## config.mk

```make
export PLATFORM = sky130hd
export DESIGN_NAME = if_id_queue
export DESIGN_NICKNAME = d
export VERILOG_FILES = /design/src/rtl/if_id_queue.sv
export SDC_FILE = /design/constraint.sdc
export NUM_CORES = 1
export LEC_CHECK = 0
export ABC_AREA = 1
export CAP_MARGIN = 20
export CORE_ASPECT_RATIO = 1.75
export CORE_UTILIZATION = 44
export CTS_CLUSTER_DIAMETER = 200
export DETAILED_ROUTE_END_ITERATION = 7
export HOLD_SLACK_MARGIN = 0.05
export PLACE_DENSITY = 0.76
export SYNTH_ARGS = -nofsm -noshare
export SYNTH_HDL_FRONTEND = slang
export SYNTH_SLANG_ARGS = --single-unit
```

## constraint.sdc

```tcl
create_clock -name clk -period 7.5 [get_ports clk]
set_clock_uncertainty 0.15 [all_clocks]
set_input_delay 2.25 -clock clk [delete_from_list [all_inputs] [get_ports clk]]
set_output_delay 2.25 -clock clk [all_outputs]
set_load 0.01 [all_outputs]
```

## src/rtl/if_id_queue.sv

```systemverilog
// rtl/if_id_queue.sv - fetch-to-decode instruction queue (optional same-cycle bypass via IF_ID_QUEUE_BYPASS_EN)
`ifndef WORD_ADDR_BUS
`define WORD_ADDR_BUS 31:0
`endif
`ifndef DATA_WIDTH_INSN
`define DATA_WIDTH_INSN 31:0
`endif

module if_id_queue #(
  parameter int DEPTH = 2
) (
  input  logic                        clk,
  input  logic                        reset,
  input  logic                        cpu_en,
  input  logic                        if_en,
  input  logic [`WORD_ADDR_BUS]       if_pc,
  input  logic [`DATA_WIDTH_INSN]     if_insn,
  output logic                        if_ready,
  input  logic                        br_taken,
  input  logic                        id_ready,
  output logic                        id_en,
  output logic [`WORD_ADDR_BUS]       id_pc,
  output logic [`DATA_WIDTH_INSN]     id_insn,
  output logic [$clog2(DEPTH):0]      q_cnt
);

  localparam int PW = $clog2(DEPTH);
  localparam int CW = PW + 1;
  localparam logic [CW-1:0] FULL_CNT = CW'(DEPTH);

  logic [`WORD_ADDR_BUS]   pc_mem   [DEPTH];
  logic [`DATA_WIDTH_INSN] insn_mem [DEPTH];

  logic [PW-1:0] wr_ptr_q, wr_ptr_d;
  logic [PW-1:0] rd_ptr_q, rd_ptr_d;
  logic [CW-1:0] cnt_q, cnt_d;

  logic empty, full, push_req, push, pop, byp;

  assign empty    = (cnt_q == '0);
  assign full     = (cnt_q == FULL_CNT);
  assign if_ready = cpu_en && !full;
  assign push_req = if_en && if_ready && !br_taken;

`ifdef IF_ID_QUEUE_BYPASS_EN
  // Empty queue forwards the fetch straight to decode; it is only stored if decode stalls.
  assign byp = empty && push_req;
`else
  assign byp = 1'b0;
`endif

  assign push  = push_req && !(byp && id_ready);
  assign pop   = cpu_en && !br_taken && !empty && id_ready;
  assign id_en = cpu_en && !br_taken && (!empty || byp);

  always_comb begin
    id_pc   = '0;
    id_insn = '0;
    if (id_en) begin
      if (byp) begin
        id_pc   = if_pc;
        id_insn = if_insn;
      end else begin
        id_pc   = pc_mem[rd_ptr_q];
        id_insn = insn_mem[rd_ptr_q];
      end
    end
  end

  always_comb begin
    wr_ptr_d = wr_ptr_q;
    rd_ptr_d = rd_ptr_q;
    cnt_d    = cnt_q;
    if (cpu_en) begin
      if (br_taken) begin
        wr_ptr_d = '0;
        rd_ptr_d = '0;
        cnt_d    = '0;
      end else begin
        if (push) wr_ptr_d = wr_ptr_q + 1'b1;
        if (pop)  rd_ptr_d = rd_ptr_q + 1'b1;
        case ({push, pop})
          2'b10:   cnt_d = cnt_q + 1'b1;
          2'b01:   cnt_d = cnt_q - 1'b1;
          default: cnt_d = cnt_q;
        endcase
      end
    end
  end

  always_ff @(posedge clk) begin
    if (reset) begin
      wr_ptr_q <= '0;
      rd_ptr_q <= '0;
      cnt_q    <= '0;
    end else begin
      wr_ptr_q <= wr_ptr_d;
      rd_ptr_q <= rd_ptr_d;
      cnt_q    <= cnt_d;
    end
  end

  // Storage needs no reset; push already excludes flush and stalled cycles.
  always_ff @(posedge clk) begin
    if (push && !reset) begin
      pc_mem[wr_ptr_q]   <= if_pc;
      insn_mem[wr_ptr_q] <= if_insn;
    end
  end

  assign q_cnt = cnt_q;

endmodule

```

==> Word-level counts from Yosys, hierarchy flattened <==
Memory sizes are Yosys's and may differ from the RTL's. A register that Yosys moved wholly into a read port is not among the register bits.
Cells that the tools add are included.
{ "op_classes": {"add_sub_neg": 4, "eq_ne": 3, "n_mux": 14, "n_reduce_logical": 18} }
{ "op_table": {"columns": ["op", "n"], "rows": [
  ["$mux 32", 2],
  ["$mux 1", 10],
  ["$logic_and 1x1->1", 7],
  ["$reduce_and 2->1", 3],
  ["$eq 2x2->1 const B", 2],
  ["$logic_not 1->1", 4],
  ["$pmux 2 s2", 1],
  ["$reduce_bool 2->1", 2],
  ["$reduce_bool 3->1", 1],
  ["$add 1x1->1 const B", 2],
  ["$add 2x1->2 const B", 1],
  ["$eq 2x1->1 const B", 1],
  ["$logic_not 2->1", 1],
  ["$mux 2", 1],
  ["$sub 2x1->2 const B", 1]
]} }
{ "word_totals": {"n_memories": 2, "regBits": 4, "wordCells": 44, "output_inout_bits": 68, "ramBits": 128} }
{ "mem_list": {"columns": ["name", "depth", "width", "read_ports", "rd_clocked_by_memory_dff", "write_ports", "line_no", "source"], "rows": [
  ["insn_mem", 2, 32, 1, 1, 1, "32", "logic [`DATA_WIDTH_INSN] insn_mem [DEPTH];"],
  ["pc_mem", 2, 32, 1, 1, 1, "31", "logic [`WORD_ADDR_BUS] pc_mem [DEPTH];"]
]} }

==> Logic depth before layout (Yosys ltp) <==
Gate-level depths: netlist (run 1).
{ "logic_depth": {"word_depth": 8, "depth_mapped": 9, "mapped_depth_nobuf": 9} }

==> Least setup slack after synthesis (run 1) <==
No wires, ideal clock.
{ "synth_path": {"kind": "input port to flip-flop", "startpoint": "input cpu_en", "endpoint": "memory insn_mem[1][0] in the netlist's numbering (enable)", "stages": 4, "path_buffers": 0, "setup_ps": 565, "arrival_time_ps": 6961, "required_time_ps": 6785, "slack_ps": -176, "path_cell_list": "inv_2 > a21oi_2 > nand3_2 > nor3_1"} }
{ "synth_via": {"elab_chain_len": 6} }
{ "synth_rtl": {"columns": ["item", "line_no", "source"], "rows": [
  ["start: declaration", "14", "input logic cpu_en,"],
  ["$logic_and 1x1->1", "42", "assign if_ready = cpu_en && !full;"],
  ["via if_ready", "18", "output logic if_ready,"],
  ["$logic_and 1x1->1 (2 in a row)", "43", "assign push_req = if_en && if_ready && !br_taken;"],
  ["$logic_and 1x1->1", "105", "if (push && !reset) begin"],
  ["$mux 1", "105", null],
  ["$mux 1 (implied by the code)", "107", "insn_mem[wr_ptr_q] <= if_insn;"],
  ["end: declaration", "32", null]
]} }
The timed path passes the listed nets, and every way through them passes these cells.

==> Final worst setup path (run 1) <==
{ "layout_path": {"startpoint": "input cpu_en", "endpoint": "output id_insn[22]"} }
{ "layout_via": {"elab_chain_len": 3} }
{ "layout_rtl": {"columns": ["item", "line_no", "source"], "rows": [
  ["$logic_and 1x1->1 (2 in a row)", "54", "assign id_en = cpu_en && !br_taken && (!empty || byp);"],
  ["$mux 32", "59", "if (id_en) begin"],
  ["end: declaration", "23", "output logic [`DATA_WIDTH_INSN] id_insn,"]
]} }
Every way passes these cells.

==> reports/qor.csv, run 1 <==
metric,value,unit
clock sinks,133,
dominant combinational cell family by area after synthesis,simple AND/OR/NAND/NOR gates,
clk slew on worst S/H paths,0.05,ns
worst-path maximum fanout,34,
leakage power,2.494,nW
Worst Path Arrival,4.60,ns
Cells after Synth,398,
Hold Buf Count CTS,0,
crit end category,primary output,
"Top cell by count, worst path",clkdlybuf4s50_1,
Die Wd,85.03,µm
Synth cell types,20,
switching share of power,0.1926,
synthesis-to-finish area growth,38.94,%
post-synth top area cell,edfxtp_1,
Async SR Flop Fraction,0,
initial antenna violation count,0,
most common cell in the netlist,nand2_1,
Reg power frac,0.476,
Synth Net Count,468,
"Cell Area, Synth",5308,µm²
Hold Crit Class,flip-flop to flip-flop,
sequential area share after synthesis,0.7430,
Core Region,11650,µm²
Net Sw Power,0.3351,mW
final hold slack,0.3127,ns
Max VDD drop,0.1581,mV
worst path cell trace,clkdlybuf4s50_1 -> inv_2 -> nor2_4 -> nand2_4 -> buf_4 -> a21oi_1 -> clkdlybuf4s50_1,
Worst Tran Pin Value,0.8882,ns
top-level port count,138,
Post-Synth XOR/XNOR Area,0,
RSZ-0062 raised after global routing,no,
min Tclk post-route,7.001,ns
yosys warns,0,
number of global-route vias before repair,3730,
Total Routing Usage GR,0.1925,
drt initial violations,145,
root buffer cell,clkbuf_16,
Bufs and invs on worst path,4,
DR WL/cell,16.49,µm
Post-synth top cells,"nand2_1 (145), edfxtp_1 (128), a21oi_2 (52), a21oi_1 (15), clkbuf_1 (12)",
Final setup viols,0,
clock tree buffer depth,2,
Setup crit start kind,primary input,
ant diodes,0,
final number of hold-violating endpoints,0,
total die area,12520,µm²
Antenna Nets Post-Route,0,
# H-tree levels,4,
Starting Density,0.4557,
Post-Synth Simple-Gate Area,0.1240,
max-cap violations,0,
total gr overflow,0,
"EDFF count, synth",128,
CTS tree,built,
Synth top area share,0.7242,
Worst Path Required,5.10,ns
first-pass detailed-route iteration total,4,
clock share of power,0.457,
Num CTS Buffers,17,
Crit Path Class,primary input to primary output,
Resized cells post-CTS,0,
DR vias/cell,5.093,
row count,52,
gpl congestion,0.8853,
slew margin rel.,0.4059,
DIE HEIGHT,147.3,µm
final WL,11310,µm
cell internal pwr,1.405,mW
CP top delay family,buffers and inverters,
"Top FF cell, synth",edfxtp_1,
Nets,609,
CP max-delay cell,clkdlybuf4s50_1,
final slew viol count,0,
PwrDens,235.9,nW/µm²
"Avg Cell Area, Syn",13.34,µm²
"Setup Fix Bufs, Post-CTS",0,
Port Buffers,137,
Post-route DRC,0,
clock latency on the worst-skew pair,0.40,ns
Slowest Stage Delay on Critical Path,0.58,ns
post-synthesis compound-gate area fraction,0.1023,
post-synthesis register bit count,133,
post-synthesis adder-cell area fraction,0,
"top cells by area, synth","edfxtp_1 (72%), nand2_1 (10%), a21oi_2 (8.6%), dfxtp_1 (1.9%), a21oi_1 (1.4%)",
pin count of the biggest net entering global routing,66,
post-synthesis mux area share,0,
fin crit share,0.9335,
share of cells above drive strength 1,0.1706,
Logic pwr share,0.067,
setup tns final,0,ns
dpl hpwl,7480,µm
status,"complete, no violations",
global-route wire length before repair,17840,µm
max frequency,0.1428,GHz
Vias,3494,
-- power by group through the flow --
stage	sequential (mW)	clock, mW	combinational (mW)
2_1_floorplan	0.844	0	0.0452
3_3_place_gp	0.843	0	0.113
3_5_place_dp	0.843	0	0.116
4_1_cts	0.828	0.809	0.117
5_1_grt	0.828	0.844	0.126
6_report	0.828	0.795	0.116
-- worst register-to-register path: stages, from the launching register on --
cell and delay, ns:
dfxtp_1 0.44, inv_2 0.08, a21oi_2 0.20, nand3_2 0.13
nor3_4 0.70, buf_4 0.66
-- area by class of cell --
cell class / count / area, µm²
Fill cell: 864 / 4272
Clock buffer: 22 / 444.2
Clock inverter: 9 / 130.1
Timing Repair Buffer: 142 / 1421
Sequential cell: 133 / 3945
Multi-Input combinational cell: 235 / 1227
Tap cell: 135 / 168.9
Inverter: 10 / 37.54
-- sequential cells by signal, indices dropped and copies added, names as in the netlist, named ones only --
register,flops
rd_ptr_q,1
q_cnt,2
insn_mem,64
pc_mem,64
wr_ptr_q,1
-- cells in the final DEF (no fill, tap or decap) --
master,count
dfxtp_1,4
nand4_1,1
o21ai_1,1
inv_1,6
buf_4,4
clkbuf_1,5
nor2_4,2
nor3_4,1
buf_12,1
clkinvlp_4,2
nand3_1,5
nand2_1,144
nor2_1,8
nand3_2,2
a21oi_1,15
clkinv_1,2
nand2_4,1
clkbuf_16,17
edfxtp_1,128
bufinv_16,3
inv_2,4
nor2_2,2
clkinv_4,2
o211ai_1,1
clkdlybuf4s50_1,137
dfxtp_2,1
a21oi_2,52
-- cell families (layout without fill, tap and decap cells) --
family          after synthesis  after routing
buf+inv                      30            183
compound gates               69             69
flops                       133            133
simple gates                166            166
-- worst paths after layout --
check | end | from | depth (start not counted) | slack, ns
worst min register to register | flip-flop | rd_ptr_q | 2 | 0.31
worst max register to register | insn_mem[1][29] | q_cnt[0] | 5 | 4.75
worst max-delay path | id_insn[22] | cpu_en | 7 | 0.50
worst min-delay path | flip-flop | rd_ptr_q | 2 | 0.31
-- stage by stage --
stage | area (µm²) | cells | setup slack [ns] | power [mW] | utilization
global route | 7375 | 686 | 0.3753 | 1.798 | 0.6332
CTS | 7355 | 685 | 0.4985 | 1.754 | 0.6315
floorplan | 5313 | 398 | 1.537 | 0.8891 | -
finish | 7375 | 686 | 0.4985 | 1.740 | 0.6332
global placement | 6780 | 654 | 0.5845 | 0.9558 | 0.5822
detailed placement | 6780 | 654 | 0.4957 | 0.9596 | 0.5822
-- layer usage --
layer	GRT usage	vias to the layer above	routed length, µm
met5	0	-	0
met4	0.1169	0	492
met2	0.3581	123	6354
met3	0.04831	35	504
met1	0.1854	1661	3963
li1	-	1675	-
No activity file was read; power rests on OpenSTA's default activity.
==> run 2: changes to the inputs <==
--- a/config.mk
+++ b/config.mk
@@ -11,6 +11,7 @@
 export CORE_UTILIZATION = 44
 export CTS_CLUSTER_DIAMETER = 200
 export DETAILED_ROUTE_END_ITERATION = 7
+export GPL_TIMING_DRIVEN = 0
 export HOLD_SLACK_MARGIN = 0.05
 export PLACE_DENSITY = 0.76
 export SYNTH_ARGS = -nofsm -noshare
==> run 2 against run 1 <==
Highest routed layer unchanged. Routed wire length up 4.0%. Critical path type unchanged. Via count up 2.8%. Setup slack better by 0.38 ns. Sequential power hardly changed. Fmax rose by 5.7%. Critical endpoint is now id_insn[29].
==> reports/qor.csv, run 2 (synthesis results as in run 1) <==
metric,value,unit
Worst Tran Pin Value,0.9382,ns
final hold slack,0.3086,ns
Resized cells post-CTS,0,
leakage power,2.547,nW
switching share of power,0.2030,
Crit Path Class,primary input to primary output,
clk slew on worst S/H paths,0.06,ns
DR WL/cell,16.67,µm
clock share of power,0.433,
PwrDens,223.3,nW/µm²
root buffer cell,clkbuf_16,
min Tclk post-route,6.626,ns
pin count of the biggest net entering global routing,34,
Hold Crit Class,flip-flop to flip-flop,
slew margin rel.,0.3725,
Reg power frac,0.494,
Antenna Nets Post-Route,0,
CP endpoint,id_insn[29],
initial antenna violation count,0,
Logic pwr share,0.073,
top-level port count,138,
placed cells,675,
first-pass detailed-route iteration total,4,
DIE HEIGHT,147.3,µm
Die Wd,85.03,µm
ant diodes,0,
Vias,3591,
total die area,12520,µm²
"most common cell after layout, fill and taps aside",nand2_1,
total gr overflow,0,
reg2reg start,q_cnt[0],
r2r endpoint,insn_mem[1][8],
Setup crit start kind,primary input,
drt initial violations,130,
share of cells above drive strength 1,0.1786,
total power draw,1.676,mW
status,"complete, no violations",
Starting Density,0.4557,
Reg2Reg Depth,6,
Nets,629,
DR vias/cell,5.086,
Net Sw Power,0.3403,mW
cell internal pwr,1.336,mW
CTS tree,built,
final instance area,7507,µm²
clock latency on the worst-skew pair,0.41,ns
Total Routing Usage GR,0.1986,
clock tree buffer depth,2,
Num CTS Buffers,17,
Hold Buf Count CTS,0,
Port Buffers,137,
RSZ-0062 raised after global routing,no,
number of global-route vias before repair,3796,
"Setup Fix Bufs, Post-CTS",0,
final slew viol count,0,
Worst Path Arrival,4.23,ns
Worst Path Required,5.10,ns
Post-route DRC,0,
dpl hpwl,8361,µm
Core Region,11650,µm²
placed cell area,6984,µm²
final worst slack,0.8738,ns
row count,52,
synthesis-to-finish area growth,41.44,%
clock sinks,133,
final WL,11770,µm
max-cap violations,0,
"worst slack, placed",0.8631,ns
max frequency,0.1509,GHz
Final setup viols,0,
worst-path maximum fanout,10,
gpl congestion,0.8716,
fin crit share,0.8835,
most frequent cells in the layout,"nand2_1 (145), clkdlybuf4s50_1 (137), edfxtp_1 (128)",
R2R setup slack,5.03,ns
final std cells w/o fill,706,
crit end category,primary output,
Max VDD drop,0.1751,mV
final number of hold-violating endpoints,0,
global-route wire length before repair,18530,µm
# H-tree levels,4,
worst setup path start,cpu_en,
## run 2: cell count changes in the layout (fill, tap and decap cells not counted), moves of 2 or more
cell,change
buf_16,+3
buf_4,-3
buf_6,+6
bufinv_16,-2
clkbuf_1,+9
clkinv_2,+5
## run 2: area by class of cell
cell class / count / area, µm²
plain buffers: 20 / 125.1
clock buffers: 19 / 432.9
well taps: 135 / 168.9
repair buffers: 142 / 1489
flip-flops and latches: 133 / 3944
fillers: 847 / 4139
clock inverters: 12 / 90.09
multi-input cells: 235 / 1220
inverters: 10 / 37.54
## run 2: routing by layer
metal,vias up,wire length [µm],track usage
met4,0,377,0.1051
met2,116,6682,0.3653
met3,28,507,0.05169
met1,1726,4201,0.2012
li1,1721,-,-
met5,-,0,0
## run 2: worst min-delay path by stage
stage,end,cells after the start,start,slack (ns)
3_3_place_gp,wr_ptr_q,2,wr_ptr_q,0.30
5_1_grt,wr_ptr_q,2,wr_ptr_q,0.36
3_5_place_dp,rd_ptr_q,2,rd_ptr_q,0.31
2_1_floorplan,wr_ptr_q,2,wr_ptr_q,0.28
4_1_cts,flip-flop,2,rd_ptr_q,0.31
6_report,flip-flop,2,rd_ptr_q,0.31
## run 2: metrics by stage
step / TNS, ns / utilization
floorplan: 0 / -
global placement: -33.18 / 0.5884
detailed placement: 0 / 0.5997
CTS: 0 / 0.6446
global route: 0 / 0.6446
finish: 0 / 0.6446
## run 2: power groups by stage
stage	registers (mW)	clock network [mW]	logic, mW
after CTS	0.828	0.739	0.124
after floorplan	0.844	0	0.0452
after global routing	0.828	0.770	0.132
after detailed placement	0.843	0	0.123
final	0.828	0.725	0.123
after global placement	0.844	0	0.116
## run 2: worst max-delay path, stage by stage
cell	delay (ns)
clkdlybuf4s50_1	0.59
inv_2	0.10
nor2_4	0.10
nand2_1	0.08
buf_4	0.20
buf_6	0.16
a21oi_1	0.18
clkdlybuf4s50_1	0.57
==> run 3: changes to the inputs <==
--- a/config.mk
+++ b/config.mk
@@ -5,7 +5,6 @@
 export SDC_FILE = /design/constraint.sdc
 export NUM_CORES = 1
 export LEC_CHECK = 0
-export ABC_AREA = 1
 export CAP_MARGIN = 20
 export CORE_ASPECT_RATIO = 1.75
 export CORE_UTILIZATION = 44
@@ -13,7 +12,7 @@
 export DETAILED_ROUTE_END_ITERATION = 7
 export GPL_TIMING_DRIVEN = 0
 export HOLD_SLACK_MARGIN = 0.05
-export PLACE_DENSITY = 0.76
+export PLACE_DENSITY = 0.77
 export SYNTH_ARGS = -nofsm -noshare
 export SYNTH_HDL_FRONTEND = slang
 export SYNTH_SLANG_ARGS = --single-unit
==> run 3 against run 2 <==
The flow now finishes with violations (design-rule violations). Utilization rose by 0.26 points. Routed wire length down 17%. Final cell count is 12% lower. Setup slack improved by 0.032 ns. Combinational power down 19%. Sequential power hardly changed. Worst hold slack improved by 0.11 ns. Critical path depth is 1 lower. First-iteration DRC count grew 0.77%.
==> reports/qor.csv, run 3 <==
metric,value,unit
leakage power,2.431,nW
Worst Hold Depth,2,
slew margin rel.,0.3419,
Async SR Flop Fraction,0,
dominant combinational cell family by area after synthesis,multiplexers,
first-pass detailed-route iteration total,6,
Total Routing Usage GR,0.1712,
Logic pwr share,0.056,
Post-Synth XOR/XNOR Area,0.001696,
root buffer cell,clkbuf_16,
DR vias/cell,4.956,
Setup crit start kind,primary input,
post-synth top area cell,edfxtp_1,
total gr overflow,0,
yosys warns,0,
r2r endpoint,pc_mem[1][30],
final number of hold-violating endpoints,0,
fin crit share,0.8792,
ant diodes,0,
DIE HEIGHT,145.3,µm
Reg2Reg Depth,5,
number of global-route vias before repair,3346,
drt initial violations,131,
Post-route DRC,9,
Starting Density,0.4485,
Reg power frac,0.466,
most common cell in the netlist,edfxtp_1,
total die area,12190,µm²
RSZ-0062 raised after global routing,no,
Num CTS Buffers,17,
Worst Path Required,5.10,ns
final WL,9766,µm
clk slew on worst S/H paths,0.05,ns
worst-path maximum fanout,10,
max frequency,0.1517,GHz
"Top FF cell, synth",edfxtp_1,
Synth cell types,36,
crit end category,primary output,
clock sinks,133,
final std cells w/o fill,618,
Nets,540,
R2R setup slack,4.78,ns
PwrDens,238.1,nW/µm²
"EDFF count, synth",128,
Net Sw Power,0.3588,mW
Filler cells,888,
"Cell Area, Synth",5165,µm²
post-synthesis register bit count,133,
worst setup path start,br_taken,
Synth Net Count,381,
Worst Tran Pin Value,0.9861,ns
Slowest Stage Delay on Critical Path,0.56,ns
min Tclk post-route,6.594,ns
post-synthesis compound-gate area fraction,0.01672,
Die Wd,83.90,µm
"Setup Fix Bufs, Post-CTS",0,
Max VDD drop,0.1568,mV
DR WL/cell,15.80,µm
placed cells,586,
post-synthesis mux area share,0.1269,
CP max-delay cell,clkdlybuf4s50_1,
Crit Path Class,primary input to primary output,
Hold Crit Class,flip-flop to flip-flop,
status,"complete, but fails checks",
Post-Synth Simple-Gate Area,0.06831,
"top cells by area, synth","edfxtp_1 (74%), mux2i_1 (12%), nor2_1 (4.8%), dfxtp_1 (1.9%), buf_2 (1.3%)",
top-level port count,138,
Antenna Nets Post-Route,0,
row count,52,
min-delay src,rd_ptr_q,
final slew viol count,0,
Cells after Synth,311,
max-cap violations,0,
"Top cell by count, worst path",clkdlybuf4s50_1,
worst path cell trace,clkdlybuf4s50_1 -> and2b_1 -> nand2_1 -> buf_4 -> buf_2 -> nor2_1 -> clkdlybuf4s50_1,
Synth top area share,0.7442,
global-route wire length before repair,15870,µm
CTS tree,built,
most frequent cells in the layout,"clkdlybuf4s50_1 (134), edfxtp_1 (128), nor2_1 (66)",
synthesis-to-finish area growth,44.31,%
clock tree buffer depth,2,
Vias,3063,
sequential area share after synthesis,0.7636,
Final setup viols,0,
Resized cells post-CTS,0,
post-synthesis adder-cell area fraction,0,
# H-tree levels,4,
switching share of power,0.2022,
failing checks,design-rule violations,
pin count of the biggest net entering global routing,20,
gpl congestion,0.6772,
reg2reg start,q_cnt[0],
dpl hpwl,7038,µm
"Avg Cell Area, Syn",16.61,µm²
Post-synth top cells,"edfxtp_1 (128), nor2_1 (66), mux2i_1 (64), buf_2 (13), dfxtp_1 (5)",
cell internal pwr,1.416,mW
"most common cell after layout, fill and taps aside",clkdlybuf4s50_1,
Worst Path Arrival,4.19,ns
Hold Buf Count CTS,0,
initial antenna violation count,0,
share of cells above drive strength 1,0.1263,
setup tns final,0,ns
Core Region,11520,µm²
clock share of power,0.478,
Port Buffers,134,
clock latency on the worst-skew pair,0.40,ns
run 3: changes by cell type in the layout (fill, tap and decap cells not counted), sizes merged, moves of 2 or more:
| cell | change |
|---|---|
| buf | +10 |
| clkinv | -5 |
| mux2i | +64 |
| nor2 | +54 |
| clkbuf | -14 |
| nand3 | -7 |
| a31oi | +2 |
| a21oi | -66 |
| or3b | +2 |
| nand2 | -143 |
| bufinv | +2 |
| clkdlybuf4s50 | -3 |
run 3: cell type report:
class,instances,area [µm²],share of cell area
Tap cell,135,168.9,0.02266
Inverter,2,7.507,0.001007
Multi-Input combinational cell,159,1126,0.1511
Timing Repair Buffer,140,1481,0.1988
Clock buffer,17,425.4,0.05708
Clock inverter,15,190.2,0.02552
Buffer,17,110.1,0.01477
Sequential cell,133,3944,0.5291
run 3: per-layer routing:
| metal | global-route usage | vias up | wire length, µm |
|---|---|---|---|
| li1 | - | 1485 | - |
| met1 | 0.1788 | 1467 | 3500 |
| met2 | 0.3164 | 97 | 5545 |
| met3 | 0.04835 | 14 | 547 |
| met4 | 0.07069 | 0 | 173 |
| met5 | 0 | - | 0 |
run 3: how the worst max path moves through the flow:
stage	endpoint	slack [ns]	cells past startpoint
final	id_insn[5]	0.91	7
after global routing	id_insn[23]	0.76	7
after CTS	id_insn[23]	0.89	7
after global placement	insn_mem[1][27]	0.04	4
after floorplan	insn_mem[1][0]	1.85	3
after detailed placement	id_insn[23]	0.89	7
run 3: power groups by stage:
stage                     Sequential [mW]  Clock [mW]  Combinational (mW)
after CTS                           0.827       0.864               0.101
final                               0.827       0.848              0.0994
after global routing                0.828       0.896               0.107
after detailed placement            0.843           0               0.100
after global placement              0.843           0              0.0938
after floorplan                     0.843           0              0.0339
run 3: kinds of logic after synthesis:
family          after synthesis
flops                       133
mux                          65
compound gates               11
buf+inv                      19
simple gates                 82
xor+xnor                      1
run 3: through the flow:
stage	setup WS, ns	total power [mW]	instance area, µm²	hold slack (ns)	utilization
after floorplan	1.853	0.8773	5175	0.3263	-
after global placement	0.03959	0.9372	6685	0.3541	0.5805
after detailed placement	0.8894	0.9431	6838	0.4115	0.5938
after CTS	0.8901	1.792	7453	0.4226	0.6472
after global routing	0.7594	1.831	7453	0.4385	0.6472
final	0.9059	1.774	7453	0.4164	0.6472
run 3: worst max-delay path: cells and delay by family:
| kind | cells | cell delay, ns |
|---|---|---|
| buffers and inverters | 4 | 1.45 |
| and+or+nand+nor | 3 | 0.49 |
==> RTL edit 1 (flow settings as in run 2) <==
The parameter `DEPTH` goes from 2 to 4.
--- a/src/rtl/if_id_queue.sv
+++ b/src/rtl/if_id_queue.sv
@@ -9,3 +9,3 @@
 module if_id_queue #(
-  parameter int DEPTH = 2
+  parameter int DEPTH = 4
 ) (
Ports: changed (resized q_cnt); port bits go from 138 to 139. No check against the original RTL was run, so the function may have changed too.
==> RTL edit 1 against run 2 <==
Wire length up 110%. Largest cell class unchanged. Sequential power up 98%. Total power up 81%. Area after synthesis up 95%. Sequential cell count up 132. Clock power up 70%. Register-to-register slack worse by 0.23 ns. Cell count up 86%. Cell area up 74%. Setup slack worse by 0.38 ns. Global-route usage up 0.44 points.
==> RTL edit 1: results (changes against run 2) <==
Status:
- The flow ran to the end, and the final reports show no timing, DRC or antenna violations.

Pwr:
- The total power density per cell area is 231.1 nW/um^2 (+3.5%).
- The cell leakage power is 0.004409 uW (+73%).
- The fraction of power spent switching nets is 0.1976 (-0.005391).
- The total combinational power was 166 uW (+35%).
- The peak supply drop is 0.0001682 V (-3.9%).
- The fraction of power consumed by sequential logic is 0.540 (+0.046).

Logic synthesis:
- The count of flip-flops with a built-in enable after synthesis came to 256 (+100%).
- The net count of the mapped netlist is 902 (+93%).
- Ranked by total cell area, the synthesized netlist is headed by sky130_fd_sc_hd__edfxtp_1, sky130_fd_sc_hd__nor2_1, sky130_fd_sc_hd__o21ai_0, sky130_fd_sc_hd__a21oi_1, sky130_fd_sc_hd__dfxtp_1.
- By count the netlist is led by sky130_fd_sc_hd__nor2_1, sky130_fd_sc_hd__edfxtp_1, sky130_fd_sc_hd__o21ai_0, sky130_fd_sc_hd__a21oi_1, sky130_fd_sc_hd__clkbuf_1.
- The number of library cell types mapped by synthesis is 26 (+30%).
- The sequential-to-total area share from yosys stat is 0.7599 (+0.01683).
- The compound-cell area share of the yosys netlist came to 0.1003 (-0.002008).
- The share of the synthesized netlist area taken by xor and xnor gates was 0.0008459 (+0.0008459).

Finish:
- The number of nets in the layout is 1073 (+71%).
- The fill cell instance count of the final layout is 1768 (+110%).

Global route:
- The wire length of the first global-routing pass is 37.56 mm (+100%).
- The number of global-route vias before repair is 7029 (+85%).
- The total global-route track usage came to 0.2031 (+0.004414).
- The global routing met3 resource utilization is 0.02339 (-0.02830).
- The met2 track demand over resource in global routing is 0.3794 (+0.01409).
- The initial antenna violation count came to 1 (+1).
- The global-route track usage on met1 is 0.2344 (+0.03313).
- The pin count of the biggest net entering global routing is 31 (-8.8%).

Place:
- The number of input and output port buffers inserted is 138 (+0.73%).
- The routability congestion estimate is 0.7860 (-9.8%).
- The area of placed instances is 12320 sq um (+76%).

Drt:
- The average detailed-routed wire length per instance is 18.57 microns (+11%).
- The wire length on met1 is 9.266 mm (+120%).
- The number of violations reported at the end of detailed-routing iteration 0 is 506 (+290%).
- The detailed-route vias per instance is 5.275 (+3.7%).
- The met3 routed wirelength is 1.284 mm (+150%).
- The met2 routed wirelength came to 13.11 mm (+96%).

Worst hold path:
- The critical hold path startpoint is q_cnt[1]$_SDFFE_PP0P_.
- For hold timing, the worst endpoint is q_cnt[1]$_SDFFE_PP0P_.

Setup path:
- The end of the worst register-to-register path is insn_mem[0][2]$_DFFE_PP_.
- The length in cells of the worst reg-to-reg path was 7 (+1).
- The data arrival time at the worst-slack endpoint is 4.61 ns (+0.38 ns).
- The reg-to-reg setup timing slack is 4.80 ns (-0.23 ns).
- In this design, the stage delay of the slowest critical-path cell is 0.60 ns.

Die:
- The placeable core region was 22930 sq um (+97%).

STA:
- The relative slew slack is 0.4384 (+0.06588).

Clock tree:
- The clock buffer count from CTS was 23 (+6).
- The number of levels the H-tree was split into came to 1 (-3).
-- RTL edit 1: cell types whose count changed after synthesis, sizes merged, moves of 9 or more --
cell | run 2 | this run
nor2 | 12 | 267
nand2 | 145 | 12
o21ai | 1 | 131
edfxtp | 128 | 256
buf | 8 | 27
clkbuf | 12 | 21
-- RTL edit 1: per-stage QoR --
stage | setup TNS, ns | hold slack (ns) | utilization | worst slack [ns] | instances
3_3_place_gp | -294.09 | 0.3507 | 0.5282 | -1.247 | 1265
4_1_cts | 0 | 0.3826 | 0.5712 | 0.5017 | 1313
3_5_place_dp | 0 | 0.3650 | 0.5372 | 0.5032 | 1273
2_1_floorplan | 0 | 0.3126 | - | 1.508 | 827
6_report | 0 | 0.3753 | 0.5714 | 0.4948 | 1314
5_1_grt | 0 | 0.4040 | 0.5714 | 0.3709 | 1314
-- RTL edit 1: cell type report --
type | instances | area [sq um] | share of cell area
antenna | 1 | 2.502 | 0.0001910
buffer | 48 | 200.2 | 0.01528
clock buffer | 23 | 575.6 | 0.04394
clock inverter | 17 | 205.2 | 0.01567
inverter | 16 | 61.31 | 0.004680
multi-input combinational | 498 | 2255 | 0.1721
sequential | 265 | 7868 | 0.6006
tap | 300 | 375.4 | 0.02866
timing repair buffer | 146 | 1556 | 0.1188
-- RTL edit 1: how the worst max path moves through the flow --
stage | startpoint | to | slack [ns] | cells past startpoint
2_1_floorplan | if_en | insn_mem[0][0]$_DFFE_PP_ | 1.51 | 4
3_3_place_gp | cpu_en | pc_mem[3][26]$_DFFE_PP_ | -1.25 | 5
3_5_place_dp | cpu_en | id_insn[11] | 0.50 | 8
4_1_cts | cpu_en | id_insn[11] | 0.50 | 8
5_1_grt | cpu_en | id_pc[21] | 0.37 | 8
6_report | cpu_en | id_pc[21] | 0.49 | 8
==> RTL edit 2 (flow settings as in run 2) <==
Made on the original files. Reset style: asynchronous (`reset`), changed in one clocked block.
--- a/src/rtl/if_id_queue.sv
+++ b/src/rtl/if_id_queue.sv
@@ -90,3 +90,3 @@
 
-  always_ff @(posedge clk) begin
+  always_ff @(posedge clk or posedge reset) begin
     if (reset) begin
Formal check against the unedited RTL: differs if reset is asserted again (counterexample within 4 cycles, from zero or initial values and one cycle with reset high); with reset held inactive, the same outputs for 4 cycles.
==> RTL edit 2 against run 2 <==
Sequential cell count shrank 1. Die area is the same. Wire length grew 0.11%. Core utilization grew 0.064 points. Synthesized cell count shrank 2.3%. Worst hold slack gained 0.15 ns. Via count shrank 0.89%. Cell count shrank 0.28%. Largest cell class unchanged. Cell area grew 0.10%. Setup slack gained 0.11 ns. Area after synthesis is the same.
Power is not compared: it rests on default switching activity, and its combinational part moved more than twofold at a synthesized area within 25%.
==> RTL edit 2: results (changes against run 2) <==
Status:
- The flow ran to the end, and the final reports show no timing, DRC or antenna violations.

Logic synthesis:
- The async set or reset register ratio after synthesis is 0.03030 (+0.03030).
- In the synthesized netlist, the cells that appear most often are sky130_fd_sc_hd__nand2_1, sky130_fd_sc_hd__edfxtp_1, sky130_fd_sc_hd__a21oi_2, sky130_fd_sc_hd__inv_1.
- The number of library cell types mapped by synthesis is 17 (-15%).
- The compound-cell area share of the yosys netlist is 0.1075 (+0.005186).
- The net count of the mapped netlist is 459 (-1.9%).
- In the post-synthesis netlist, the biggest area contributors are sky130_fd_sc_hd__edfxtp_1, sky130_fd_sc_hd__nand2_1, sky130_fd_sc_hd__a21oi_2, sky130_fd_sc_hd__dfrtp_1, sky130_fd_sc_hd__buf_6.

Finish:
- The share of cells above drive strength 1 is 0.2039 (+0.02523).

Global route:
- The wire length of the first global-routing pass is 18.75 mm (+1.2%).
- The pin count of the biggest net entering global routing is 17 (-50%).
- The number of global-route vias before repair is 3787 (-0.24%).
- The total global-route track usage was 0.1997 (+0.001036).

Place:
- The routability congestion estimate is 0.7761 (-11%).
- The area of placed instances is 6989 sq um (about the same).
- The pre-CTS worst setup slack is 0.9910 ns (+0.1279 ns).
- The half-perimeter wire length after detailed placement was 8.496 mm (+1.6%).

Setup path:
- The end of the worst register-to-register path is pc_mem[1][6]$_DFFE_PP_.
- The startpoint identified for the worst register-to-register timing path is q_cnt[0]$_DFFE_PP0P_.
- The data arrival time at the worst-slack endpoint is 4.11 ns (-0.12 ns).
- The reg-to-reg setup timing slack is 4.73 ns (-0.30 ns).
- The length in cells of the worst reg-to-reg path is 8 (+2).

Drt:
- The detailed-route vias per instance is 5.055 (-0.61%).
- The number of violations reported at the end of detailed-routing iteration 0 is 199 (+53%).
- The average detailed-routed wire length per instance is 16.73 microns (+0.39%).
- The total iterations of the first detailed-routing run is 5 (+1).

Clock tree:
- The number of hold-repair buffers added at the cts stage is 0 (unchanged).

Worst hold path:
- The critical hold path startpoint is q_cnt[0]$_DFFE_PP0P_.

STA:
- The slew at the pin closest to its max-slew limit is 0.7544 ns (-0.1838 ns).
==> RTL edit 2: changes by cell type after synthesis, moves of 4 or more <==
cell                       delta
sky130_fd_sc_hd__dfxtp_1      -5
sky130_fd_sc_hd__clkbuf_1     -6
sky130_fd_sc_hd__buf_2        +5
sky130_fd_sc_hd__nor2_1       -7
sky130_fd_sc_hd__a21oi_2      +8
sky130_fd_sc_hd__dfrtp_1      +4
sky130_fd_sc_hd__a21oi_1      -8
==> RTL edit 2: worst max-delay path by stage <==
stage / slack (ns) / end
after floorplan: -0.27 / insn_mem[0][0]$_DFFE_PP_
after global placement: -3.14 / pc_mem[1][8]$_DFFE_PP_
after detailed placement: 0.99 / id_insn[5]
after CTS: 0.97 / id_insn[5]
after global routing: 0.92 / id_pc[27]
final: 0.99 / id_insn[29]
==> RTL edit 2: power by group <==
part / total [uW] / switching, uW / internal [uW]
clock network: 736 / 286 / 450
registers: 838 / 8.91 / 829
logic: 289 / 161 / 128
==> RTL edit 2: kinds of logic (layout without fill, tap and decap cells) <==
family | after synthesis | count (layout)
DFF | 132 | 132
AOI/OAI and AO/OA | 69 | 69
and+or+nand+nor | 158 | 158
buffers and inverters | 30 | 210
==> RTL edit 2: worst max-delay path: cells and delay by family <==
family                 cells  cell delay (ns)
AO/OA/AOI/OAI              1             0.12
AND/OR/NAND/NOR            2             0.19
buffers and inverters      5             1.55
==> RTL edit 2: layout make-up <==
cell class | count | area (sq um)
sequential | 132 | 3944
multi-input combinational | 227 | 1201
timing repair buffer | 149 | 1503
buffer | 21 | 138.9
fill | 906 | 4131
clock buffer | 21 | 440.4
inverter | 9 | 33.78
tap | 135 | 168.9
clock inverter | 10 | 85.08
==> RTL edit 2: per-stage QoR <==
step,hold slack (ns),std cells
finish,0.4540,704
global route,0.4790,704
detailed placement,0.4343,673
CTS,0.4469,704
global placement,0.3943,661
floorplan,0.3668,389
==> RTL edit 2: per-layer routing <==
layer  global-route usage  share of wire  up-vias
met2               0.3665           0.56      119
met5                    0              0        -
met4               0.1017          0.028        0
met1               0.2064           0.37     1702
met3              0.04944          0.042       30
li1                     -              -     1708
